--- config.mk ---
export PLATFORM = sky130hd
export DESIGN_NAME = scc_wave_ram_arbiter
export DESIGN_NICKNAME = d
export VERILOG_FILES = /design/src/rtl/scc_wave_ram_arbiter.sv
export SDC_FILE = /design/constraint.sdc
export NUM_CORES = 1
export LEC_CHECK = 0
export BUFFER_PORTS_ARGS = -buffer_cell sky130_fd_sc_hd__buf_2
export CAP_MARGIN = 20
export CORE_ASPECT_RATIO = 1.25
export CORE_MARGIN = 2
export CORE_UTILIZATION = 48
export CTS_CLUSTER_SIZE = 25
export DETAILED_ROUTE_END_ITERATION = 10
export PLACE_DENSITY = 0.79
export REMOVE_ABC_BUFFERS = 1
export SLEW_MARGIN = 40
export SYNTH_ARGS = -nofsm -noshare
export SYNTH_HDL_FRONTEND = slang
export SYNTH_SLANG_ARGS = --single-unit
--- constraint.sdc ---
create_clock -name clk -period 2.2 [get_ports clk]
set_clock_uncertainty 0.15 [all_clocks]
set_input_delay 0.44 -clock clk [delete_from_list [all_inputs] [get_ports clk]]
set_output_delay 0.44 -clock clk [all_outputs]
set_load 0.01 [all_outputs]
--- src/rtl/scc_wave_ram_arbiter.sv ---
// Arbitrates the single-port SCC wave RAM between CPU slot accesses and sound-engine sample fetches.
// Each access runs IDLE -> ACCESS -> WAIT x RAM_LAT (reads only) -> DONE, and a one-cycle ack is issued in DONE.
module scc_wave_ram_arbiter #(
  parameter int RAM_LAT  = 1,
  parameter int SCC_PLUS = 0,
  parameter int ARB_MODE = 0
) (
  input  logic       clk,
  input  logic       reset_n,
  input  logic       cpu_req,
  input  logic       cpu_rnw,
  input  logic [7:0] cpu_addr,
  input  logic [7:0] cpu_wdata,
  output logic       cpu_ack,
  output logic [7:0] cpu_rdata,
  input  logic       snd_req,
  input  logic [2:0] snd_ch,
  input  logic [4:0] snd_idx,
  output logic       snd_ack,
  output logic [7:0] snd_rdata,
  output logic [7:0] ram_addr,
  output logic       ram_we,
  output logic [7:0] ram_wdata,
  input  logic [7:0] ram_rdata
);
  localparam int          WAVE_BYTES = (SCC_PLUS != 0) ? 160 : 128;
  localparam logic [8:0]  WAVE_END   = WAVE_BYTES[8:0];
  localparam logic [1:0]  LAT_LOAD   = RAM_LAT[1:0];

  typedef enum logic [1:0] {S_IDLE, S_ACCESS, S_WAIT, S_DONE} state_t;

  state_t     state, state_nxt;
  logic       grant_snd, last_snd, op_rnw, op_oor;
  logic [1:0] lat_cnt;
  logic       pick_snd, pick_rnw, pick_oor;
  logic [7:0] pick_addr;

  // Plain SCC has no separate ch4 wave: channel 4 plays channel 3's table.
  function automatic logic [7:0] snd_ram_addr(input logic [2:0] ch, input logic [4:0] idx);
    logic [2:0] eff_ch;
    eff_ch = (SCC_PLUS == 0 && ch == 3'd4) ? 3'd3 : ch;
    return {eff_ch, idx};
  endfunction

  always_comb begin
    if (cpu_req && snd_req)
      pick_snd = (ARB_MODE != 0) ? 1'b1 : !last_snd;
    else
      pick_snd = snd_req;
    pick_rnw  = pick_snd | cpu_rnw;
    pick_addr = pick_snd ? snd_ram_addr(snd_ch, snd_idx) : cpu_addr;
    pick_oor  = pick_snd ? (snd_ch > 3'd4) : ({1'b0, cpu_addr} >= WAVE_END);
  end

  always_comb begin
    state_nxt = state;
    cpu_ack   = 1'b0;
    snd_ack   = 1'b0;
    unique case (state)
      S_IDLE:   if (cpu_req || snd_req) state_nxt = S_ACCESS;
      S_ACCESS: state_nxt = (op_rnw && !op_oor) ? S_WAIT : S_DONE;
      S_WAIT:   if (lat_cnt == 2'd1) state_nxt = S_DONE;
      S_DONE: begin
        state_nxt = S_IDLE;
        cpu_ack   = !grant_snd;
        snd_ack   = grant_snd;
      end
      default:  state_nxt = S_IDLE;
    endcase
  end

  always_ff @(posedge clk) begin
    if (!reset_n) begin
      state     <= S_IDLE;
      grant_snd <= 1'b0;
      last_snd  <= 1'b0;
      op_rnw    <= 1'b0;
      op_oor    <= 1'b0;
      lat_cnt   <= 2'd0;
      ram_we    <= 1'b0;
      ram_addr  <= 8'h00;
      ram_wdata <= 8'h00;
      cpu_rdata <= 8'hFF;
      snd_rdata <= 8'h00;
    end else begin
      state  <= state_nxt;
      ram_we <= 1'b0;
      case (state)
        // Grant edge: RAM address/strobe are registered so they are live during ACCESS.
        S_IDLE: if (cpu_req || snd_req) begin
          grant_snd <= pick_snd;
          last_snd  <= pick_snd;
          op_rnw    <= pick_rnw;
          op_oor    <= pick_oor;
          if (!pick_oor) begin
            ram_addr <= pick_addr;
            ram_we   <= !pick_rnw;
            if (!pick_rnw) ram_wdata <= cpu_wdata;
          end
        end
        S_ACCESS: begin
          lat_cnt <= LAT_LOAD;
          if (op_oor && op_rnw) begin
            if (grant_snd) snd_rdata <= 8'h00;
            else           cpu_rdata <= 8'hFF;
          end
        end
        S_WAIT: begin
          lat_cnt <= lat_cnt - 2'd1;
          if (lat_cnt == 2'd1) begin
            if (grant_snd) snd_rdata <= ram_rdata;
            else           cpu_rdata <= ram_rdata;
          end
        end
        default: ;
      endcase
    end
  end
endmodule

==> summary.txt <==
Outcome
  • Status: finished clean

Timing
  • Hold Worst Slack: 0.229 ns
  • Worst-margin pin slew: 0.490 ns
  • RSZ-0062 raised after global routing: no
  • Relative slew slack: 0.673
  • Final setup viols: 0
  • Hold Vio Cnt, Final: 0
  • Setup ws final: 0.387 ns
  • Fmax: 551 MHz
  • Final slew viol count: 0
  • Fin crit share: 0.824
  • Min cycle time layout: 1.81 ns

Placed design
  • Placer congestion estimate: 0.789
  • Pre-CTS WS: 0.318 ns
  • IO buf count: 71
  • Cells after DPL: 298
  • Post-DP HPWL: 2800 um
  • Placed Area: 0.00226 sq mm

Drt
  • Wirelength per Cell: 12.4 um
  • Drt pass-1 iters: 4
  • Vias: 1577
  • Met3 wire len: 267 um
  • Met2 wire len: 1820 um
  • Initial DRC Count: 82
  • Total wire length: 3790 um
  • Wl on met1: 1650 um
  • Detailed-route DRC error count: 0
  • DRT antenna net count: 0
  • Top Metal Used: met4
  • Via/cell ratio: 5.15

Final layout
  • Final net count: 308
  • Share of cells above drive strength 1: 0.395
  • Antenna cells: 0
  • P&R area growth vs syn: 26.9%
  • Core Util, Final: 0.634
  • Finished Cell Area: 0.00238 sq mm
  • Fillers: 337
  • Register area: 801 sq um
  • Finished Layout Cells: 306
  • Multi-input gate area: 976 sq um

Clock network
  • Setup repair bufs after CTS: 0
  • Clock sinks: 40
  • H-tree Lvls: 2
  • CTS tree: built
  • CTS Buf Count: 5
  • Maximum root-to-sink buffer count: 2
  • Cts hold-fix bufs: 0
  • Clk_lat worst skew: 0.29 ns
  • Root buf cell: clkbuf_8
  • Clock slew at reported path FFs: 0.08 ns
  • Post-CTS sizing: 0

Die
  • Initial core utilization: 0.499
  • Die W: 59.9 um
  • Die footprint: 0.00442 sq mm
  • Core Region: 0.00375 sq mm
  • Die Height: 73.9 um
  • Cell Rows: 25
  • Io pins: 72

Power and ir drop
  • Pwr dens: 899 mW/mm^2
  • Leakage: 1.12 nW
  • Max IR drop VDD: 0.473 mV

Setup path
  • Crit path max fanout: 16
  • Slowest stage cell, crit path: dfxtp_1
  • Data required, critical path: 2.26 ns
  • CP Data Arrival Time: 1.87 ns
  • Critical Path Source: state[0]
  • Worst R2R End: snd_rdata[7]
  • R2r startpoint: state[0]
  • Crit path largest cell delay: 0.40 ns
  • Worst-path cell chain: inv_1 > ha_1 > mux2i_1 > nor3b_2 > buf_4 > nand2b_1 > a21oi_2
  • Crit path to: snd_rdata[7]
  • Startpoint Class: register
  • R2R cell count: 7
  • R2r setup slk: 0.39 ns
  • Crit path capture type: register
  • Type of the worst setup path: register to register

Synthesis
  • Mapped Avg Cell Area: 9.81 sq um
  • Distinct cells, synth: 38
  • Yosys warning count: 0
  • Area contributors post-synth: dfxtp_1 (43%), mux2i_1 (9.1%), ha_1 (4.0%)
  • EDFF count, synth: 0
  • Yosys reg bits: 40
  • Post-synth ARST share: 0
  • Most instantiated library cell after synthesis: dfxtp_1
  • Synth area leader: dfxtp_1
  • Top FF cell, synth: dfxtp_1
  • Sequential share of the synthesized area: 0.427
  • Post-synth top area share: 0.427
  • Most frequent cells after synthesis: dfxtp_1 (40), nor2_1 (19), mux2i_1 (17), nand2_1 (12), nand2b_1 (11)
  • Mapped cell area: 0.00187 sq mm
  • Syn Inst Count: 191

Min path
  • Worst Hold Class: input pin to register
  • Hold depth: 3

GRT
  • First-pass GRT wire length: 6030 um
  • Vias in the first global route: 1407
  • GRT Util Overall: 0.179
  • Largest net degree at the start of global routing: 26
  • Antenna violations before repair: 0
  • Grt total ovfl: 0

Job
  • Max-cap violations: 0
state kept, by name (all words and copies together) (netlist names):
name / flops
op_oor: 1
lat_cnt: 2
snd_rdata: 8
ram_wdata: 8
cpu_rdata: 8
state: 2
ram_we: 1
op_rnw: 1
ram_addr: 8
last_snd: 1
worst min path at each step:
stage	from	endpoint	slack [ns]
floorplan	lat_cnt[1]	lat_cnt[1]	0.30
global placement	ram_addr[1]	ram_addr[1]	0.29
detailed placement	ram_addr[1]	ram_addr[1]	0.30
CTS	cpu_wdata[5]	ram_wdata[5]	0.23
global route	cpu_wdata[5]	ram_wdata[5]	0.24
finish	cpu_wdata[5]	ram_wdata[5]	0.23
final cells by class:
cell class	count	area share
clock buffers	6	0.0347
clock inverters	2	0.0163
inverters	6	0.00947
multi-input cells	134	0.410
flip-flops and latches	40	0.337
well taps	40	0.0210
repair buffers	78	0.171
metrics by stage:
stage / total power, mW / TNS, ns
finish: 2.14 / 0
global route: 2.27 / 0
CTS: 2.16 / 0
detailed placement: 1.54 / 0
global placement: 1.52 / 0
floorplan: 1.31 / -0.842
layout by cell type, fill, tap and decap left out, drive strengths merged, types with 5 or more instances in the layout:
master  count
nor2       19
and3b       8
ha          6
buf        78
clkbuf      6
mux2        5
nand3      11
nand2b     11
dfxtp      40
inv         6
nand2      12
a21oi      12
o21ai      12
mux2i      17
routing by layer:
layer,GRT usage,vias to the layer above
li1,-,804
met1,0.206,709
met2,0.313,58
met3,0.0458,6
met4,0.0617,0
met5,0,-
where the power goes:
part           internal, mW  leakage [nW]  switching, mW
Combinational         0.277         0.732          0.355
Sequential            0.818         0.326         0.0671
Clock                 0.371        0.0614          0.251
Total                  1.47          1.12          0.673
critical path, delay by kind of cell (launching register included):
family | cells | cell delay, ns
flip-flops | 1 | 0.40
AO/OA/AOI/OAI | 1 | 0.13
buffers and inverters | 2 | 0.31
multiplexers | 1 | 0.26
AND/OR/NAND/NOR | 2 | 0.25
adder cells (fa/ha/maj) | 1 | 0.24
logic make-up (layout without fill, tap and decap cells):
kind of cell / Yosys count / after routing / synth area share
DFF: 40 / 40 / 0.427
AOI/OAI and AO/OA: 34 / 34 / 0.124
muxes: 22 / 22 / 0.121
and+or+nand+nor: 72 / 72 / 0.236
buffers and inverters: 17 / 92 / 0.0521
adders and majority gates: 6 / 6 / 0.0401
Note: power is estimated with default switching activity, not from simulation.
